## config.mk

```make
export PLATFORM = sky130hd
export DESIGN_NAME = mult_arbiter
export DESIGN_NICKNAME = d
export VERILOG_FILES = /design/src/rtl/mult_arbiter.sv
export SDC_FILE = /design/constraint.sdc
export NUM_CORES = 1
export LEC_CHECK = 0
export BUFFER_PORTS_ARGS = -buffer_cell sky130_fd_sc_hd__clkbuf_2
export CAP_MARGIN = 10
export CORE_UTILIZATION = 40
export DETAILED_ROUTE_END_ITERATION = 10
export PLACE_DENSITY = 0.82
export SYNTH_ARGS = -nofsm -noshare
export SYNTH_HDL_FRONTEND = slang
export SYNTH_SLANG_ARGS = --single-unit
export TNS_END_PERCENT = 10
```

## constraint.sdc

```tcl
create_clock -name clk -period 5.3 [get_ports clk]
set_clock_uncertainty 0.15 [all_clocks]
set_input_delay 0.265 -clock clk [delete_from_list [all_inputs] [get_ports clk]]
set_output_delay 0.265 -clock clk [all_outputs]
set_load 0.005 [all_outputs]
```

## src/rtl/mult_arbiter.sv

```systemverilog
// Round-robin arbiter sharing one 8x8 multiplier between two requesters.
// Define MULT_ARB_TIMEOUT_EN to build the WAIT-state timeout abort (err=1, result 0).
module mult_arbiter #(
    parameter int unsigned TIMEOUT_CYCLES = 31
) (
    input  logic        clk,
    input  logic        reset_a,
    input  logic        req0,
    input  logic        req1,
    input  logic [7:0]  dataa0,
    input  logic [7:0]  datab0,
    input  logic [7:0]  dataa1,
    input  logic [7:0]  datab1,
    output logic        gnt0,
    output logic        gnt1,
    output logic        ack0,
    output logic        ack1,
    output logic [15:0] result_out,
    output logic        err,
    output logic        busy,
    output logic        mult_start,
    output logic [7:0]  mult_dataa,
    output logic [7:0]  mult_datab,
    input  logic        mult_done,
    input  logic [15:0] mult_product
);

    typedef enum logic [1:0] {IDLE, START, WAIT, ACK} state_t;

    state_t      state_q, state_d;
    logic        owner_q, owner_d;         // 0: requester 0 holds the grant
    logic        last_gnt_q, last_gnt_d;
    logic        dropped_q, dropped_d;     // granted req fell mid-operation
    logic        mult_done_q, mult_done_d;
    logic        ack0_q, ack0_d;
    logic        ack1_q, ack1_d;
    logic [15:0] result_q, result_d;

    logic        owner_req;
    logic        done_edge;
    logic        timed_out;

`ifdef MULT_ARB_TIMEOUT_EN
    localparam logic [7:0] TIMEOUT_LAST = 8'(TIMEOUT_CYCLES - 1);

    logic [7:0]  cnt_q, cnt_d;
    logic        err_q, err_d;
`endif

    always_comb begin
        // NOTE: every variable gets a default first so no path infers a latch.
        state_d     = state_q;
        owner_d     = owner_q;
        last_gnt_d  = last_gnt_q;
        dropped_d   = dropped_q;
        mult_done_d = mult_done;
        ack0_d      = 1'b0;
        ack1_d      = 1'b0;
        result_d    = result_q;
        timed_out   = 1'b0;
        owner_req   = owner_q ? req1 : req0;
        done_edge   = mult_done && !mult_done_q;
`ifdef MULT_ARB_TIMEOUT_EN
        cnt_d       = cnt_q;
        err_d       = err_q;
`endif

        case (state_q)
            IDLE: begin
                if (req0 || req1) begin
                    owner_d    = (req0 && req1) ? ~last_gnt_q : req1;
                    last_gnt_d = owner_d;
                    dropped_d  = 1'b0;
                    state_d    = START;
                end
            end
            START: begin
                if (!owner_req) dropped_d = 1'b1;
`ifdef MULT_ARB_TIMEOUT_EN
                cnt_d = 8'd0;
`endif
                state_d = WAIT;
            end
            WAIT: begin
                if (!owner_req) dropped_d = 1'b1;
`ifdef MULT_ARB_TIMEOUT_EN
                cnt_d     = cnt_q + 8'd1;
                timed_out = (cnt_q == TIMEOUT_LAST);
`endif
                if (done_edge || timed_out) begin
                    state_d = ACK;
                    // An abandoned operation still finishes, but reports nothing.
                    if (!dropped_d) begin
                        ack0_d   = !owner_q;
                        ack1_d   = owner_q;
                        result_d = done_edge ? mult_product : 16'h0000;
`ifdef MULT_ARB_TIMEOUT_EN
                        err_d    = !done_edge;
`endif
                    end
                end
            end
            ACK: begin
                state_d = IDLE;
            end
            default: state_d = IDLE;
        endcase
    end

    // NOTE: sequential state uses non-blocking assignments only.
    always_ff @(posedge clk or posedge reset_a) begin
        if (reset_a) begin
            state_q     <= IDLE;
            owner_q     <= 1'b0;
            last_gnt_q  <= 1'b1;
            dropped_q   <= 1'b0;
            mult_done_q <= 1'b0;
            ack0_q      <= 1'b0;
            ack1_q      <= 1'b0;
            result_q    <= 16'h0000;
`ifdef MULT_ARB_TIMEOUT_EN
            cnt_q       <= 8'd0;
            err_q       <= 1'b0;
`endif
        end else begin
            state_q     <= state_d;
            owner_q     <= owner_d;
            last_gnt_q  <= last_gnt_d;
            dropped_q   <= dropped_d;
            mult_done_q <= mult_done_d;
            ack0_q      <= ack0_d;
            ack1_q      <= ack1_d;
            result_q    <= result_d;
`ifdef MULT_ARB_TIMEOUT_EN
            cnt_q       <= cnt_d;
            err_q       <= err_d;
`endif
        end
    end

    assign busy       = (state_q != IDLE);
    assign gnt0       = busy && !owner_q;
    assign gnt1       = busy && owner_q;
    assign mult_start = (state_q == START);
    assign ack0       = ack0_q;
    assign ack1       = ack1_q;
    assign result_out = result_q;

`ifdef MULT_ARB_TIMEOUT_EN
    assign err = err_q;
`else
    assign err = 1'b0;
`endif

    always_comb begin
        mult_dataa = 8'd0;
        mult_datab = 8'd0;
        if (gnt0) begin
            mult_dataa = dataa0;
            mult_datab = datab0;
        end else if (gnt1) begin
            mult_dataa = dataa1;
            mult_datab = datab1;
        end
    end

endmodule
```

==> parameters.txt <==
Parameter                              Value

Power and ir drop
  P_int ... 533.6 µW
  Total power per unit cell area ... 473.3 mW/mm²
  Sequential share of power ... 40.3%
  Pleak ... 0.001016 µW
  Part of the power in the clock network ... 11.1%
  Switching power as a share of total power ... 36.32%
  Maximum ir drop on the vdd rail ... 0.2219 mV
  Comb pwr share ... 48.6%
  NetSw ... 304.3 µW

Setup path
  Top fanout value on the critical path ... 21
  Reg2reg start ... owner_q
  Worst EP arrival ... 2.86 ns
  Critical path class ... reg2reg
  Endpoint kind of the worst setup timing path ... register
  Crit path cell chain ... mux2i_1 -> or4b_1 -> mux2_1
  Endpoint of the lowest-slack register-to-register path ... result_out[10]
  WP data required ... 5.35 ns
  Setup slack of the most critical reg-to-reg path ... 2.49 ns
  Stage delay of the slowest cell on the critical path ... 0.99 ns
  Library cell contributing the largest single delay on the critical path ... dfrtp_1
  Kind of launch point of the worst setup path ... register
  Depth of the most critical reg-to-reg path ... 3

Die
  Die Span X ... 57.62 µm
  Core Footprint ... 0.002853 mm²
  Number of placement rows ... 19
  Die Outline Area ... 0.003320 mm²
  Floorplan die height ... 57.62 µm
  Io pins ... 92
  Initial core utilization ... 43.38%

Place
  Standard cell area after detailed placement ... 0.001684 mm²
  Placed Instances ... 222
  Total of buffers placed on input and output ports ... 90
  Post-detail-place hpwl ... 2131 µm
  Global placer's final weighted congestion ... 0.6389

Run status
  Result of the run ... finished with violations
  Violated checks ... DRC

Synth
  Post-synth top area share ... 46.51%
  Number of flops mapped to enable cells by yosys ... 0
  Cell taking the most area after synthesis ... dfrtp_1
  Synth top area cells ... dfrtp_1 (47%), mux2_1 (15%), mux2i_1 (14%)
  Distinct cell type count after synthesis ... 24
  Syn Nets ... 166
  Sequential share of the synthesized area ... 48.63%
  Average footprint of a synthesized cell ... 11.35 µm²
  Synthesized area ... 0.001237 mm²
  Most frequent cells after synthesis ... dfrtp_1 (23), nor2_1 (20), mux2_1 (17), mux2i_1 (17)
  Most repeated cell in the gate-level netlist after synthesis ... dfrtp_1
  Number of standard cells after synthesis ... 109
  Share of flip-flops with an asynchronous set or reset ... 100.0%
  Synthesis-stage register bit count ... 24
  Synth warnings ... 0
  Primary flip-flop cell chosen by synthesis mapping ... dfrtp_1

GRT
  Met3 global-route usage ... 2.455%
  Global-route layer with the greatest usage ... met2
  Aggregate global-route resource usage ... 16.48%
  Global route overflow ... 0
  Antenna violations before repair ... 0
  Grt met1 use ... 20.92%
  First-pass GRT wire length ... 4298 µm
  Via count of the first global-routing pass ... 1007
  Global routing met2 resource utilization ... 28.41%
  Maximum number of pins on one net before global-route repair ... 26

STA
  Post-layout min period ... 2.810 ns
  Share of the cycle needed by the critical path after routing ... 53.01%
  Fin Hold WS ... 0.01283 ns
  Maximum frequency from static timing analysis ... 355.9 MHz
  Final-report setup violation count ... 0
  Worst Tran Pin Value ... 0.9603 ns
  Headroom to the max-slew limit ... 35.98%
  Final slew viol count ... 0
  RSZ-0062 raised after global routing ... no
  Total Neg Setup Slack ... 0 ns
  Final count of hold timing violations ... 0

CTS
  H-Tree Level Count ... 1
  Total clock buffers created by CTS ... 3
  Hold_buf cts ... 4
  CTS clk-pin slew, worst paths ... 0.12 ns
  TritonCTS clock tree ... yes
  Buffer depth of the longest clock path ... 2
  Insertion delay of the later-clocked pin in the worst-skew pair ... 0.30 ns
  Post-CTS setup buffers ... 0
  Resized cells post-CTS ... 0
  Root buffer cell ... clkbuf_4
  Number of clock sinks ... 24

Routing
  Routed wire length ... 2706 µm
  Avg Vias per Cell ... 4.623
  First-pass iteration count of the detailed router ... 7
  Iteration-0 DRC count of the detailed router ... 41
  DRC errors left ... 6
  Number of nets still failing antenna checks after routing ... 0
  Count of vias placed by the detailed router ... 1068
  Wire per inst ... 11.71 µm

Cells and area
  Fraction of layout instances using a drive strength above 1 ... 48.00%
  Count of non-filler cells in the finished layout ... 231
  Number of diodes added for antenna fixing ... 0
  Final net count ... 258
  Finished layout cell area ... 0.001770 mm²
  Area growth from synthesis to layout ... 43.07%

Job
  Number of maximum-capacitance constraint violations ... 0

Min path
  Min-Delay Path Class ... in2reg
  Hold depth ... 2
  Hold_sp ... mult_product[8]
  Hold-critical path endpoint ... result_out[8]
## critical path: cells and delay by family (launching register included)
kind          cells  cell delay [ns]
simple gates      1             0.89
flops             1             0.99
mux               2             0.67
## power by group through the flow
stage	clock (µW)	combinational [µW]	sequential, µW
after floorplan	0	254	313
after global placement	0	399	343
after detailed placement	0	408	344
after CTS	98.7	411	339
after global routing	104	455	350
final	92.8	407	338
## per-layer routing
metal / vias up / wire (µm) / part of all wire (%)
met5: - / 0 / 0
met4: 0 / 22 / 0.81
met3: 2 / 115 / 4.2
met2: 25 / 1415 / 52
met1: 491 / 1153 / 43
li1: 550 / - / -
## flip-flops by register name (all words and copies together) (netlist names)
signal,flops
ack0,1
dropped_q,1
last_gnt_q,1
owner_q,1
result_out,16
mult_done_q,1
ack1,1
state_q,2
## per-stage QoR
stage                     util (%)  total power (µW)  setup WS, ns
after global placement       59.04             742.2         2.561
after detailed placement     59.04             752.4         2.484
after global routing         62.06             909.2         2.338
final                        62.06             837.9         2.490
after CTS                    61.71             849.4         2.468
after floorplan                  -             567.8         3.349
## cells in the final DEF (no fill, tap or decap), drive strengths merged, types with 2 or more instances in the layout
master,n
a21oi,2
nor2,20
dlygate4sd3,5
clkbuf,94
dfrtp,23
mux2,17
nand2,2
mux2i,17
ha,4
o21ai,2
inv,5
## worst max path at each step
stage / from / end / slack [ns] / depth (start not counted)
after floorplan: state_q[0] / result_out[10] / 3.35 / 6
after global placement: owner_q / result_out[15] / 2.56 / 3
after detailed placement: owner_q / result_out[13] / 2.48 / 3
after CTS: owner_q / result_out[13] / 2.47 / 3
after global routing: owner_q / result_out[3] / 2.34 / 3
final: owner_q / result_out[10] / 2.49 / 3
## cells by family (layout without fill, tap and decap cells)
| family | after synthesis | after routing | share of synthesized area, % |
|---|---|---|---|
| mux | 34 | 34 | 29.22 |
| flops | 24 | 24 | 48.64 |
| compound gates | 8 | 8 | 4.247 |
| simple gates | 25 | 25 | 8.595 |
| fa+ha+maj | 4 | 4 | 4.045 |
| buf+inv | 13 | 104 | 4.954 |
| other cells | 1 | 1 | 0.3030 |
## area by class of cell
| type | count | area [µm²] |
|---|---|---|
| clock buffer | 4 | 36.28 |
| tap | 31 | 38.79 |
| timing repair buffer | 95 | 500.5 |
| fill | 250 | 1082 |
| multi-input combinational | 72 | 574.3 |
| sequential | 24 | 601.8 |
| inverter | 5 | 18.77 |
Note: power is estimated with default switching activity, not from simulation.
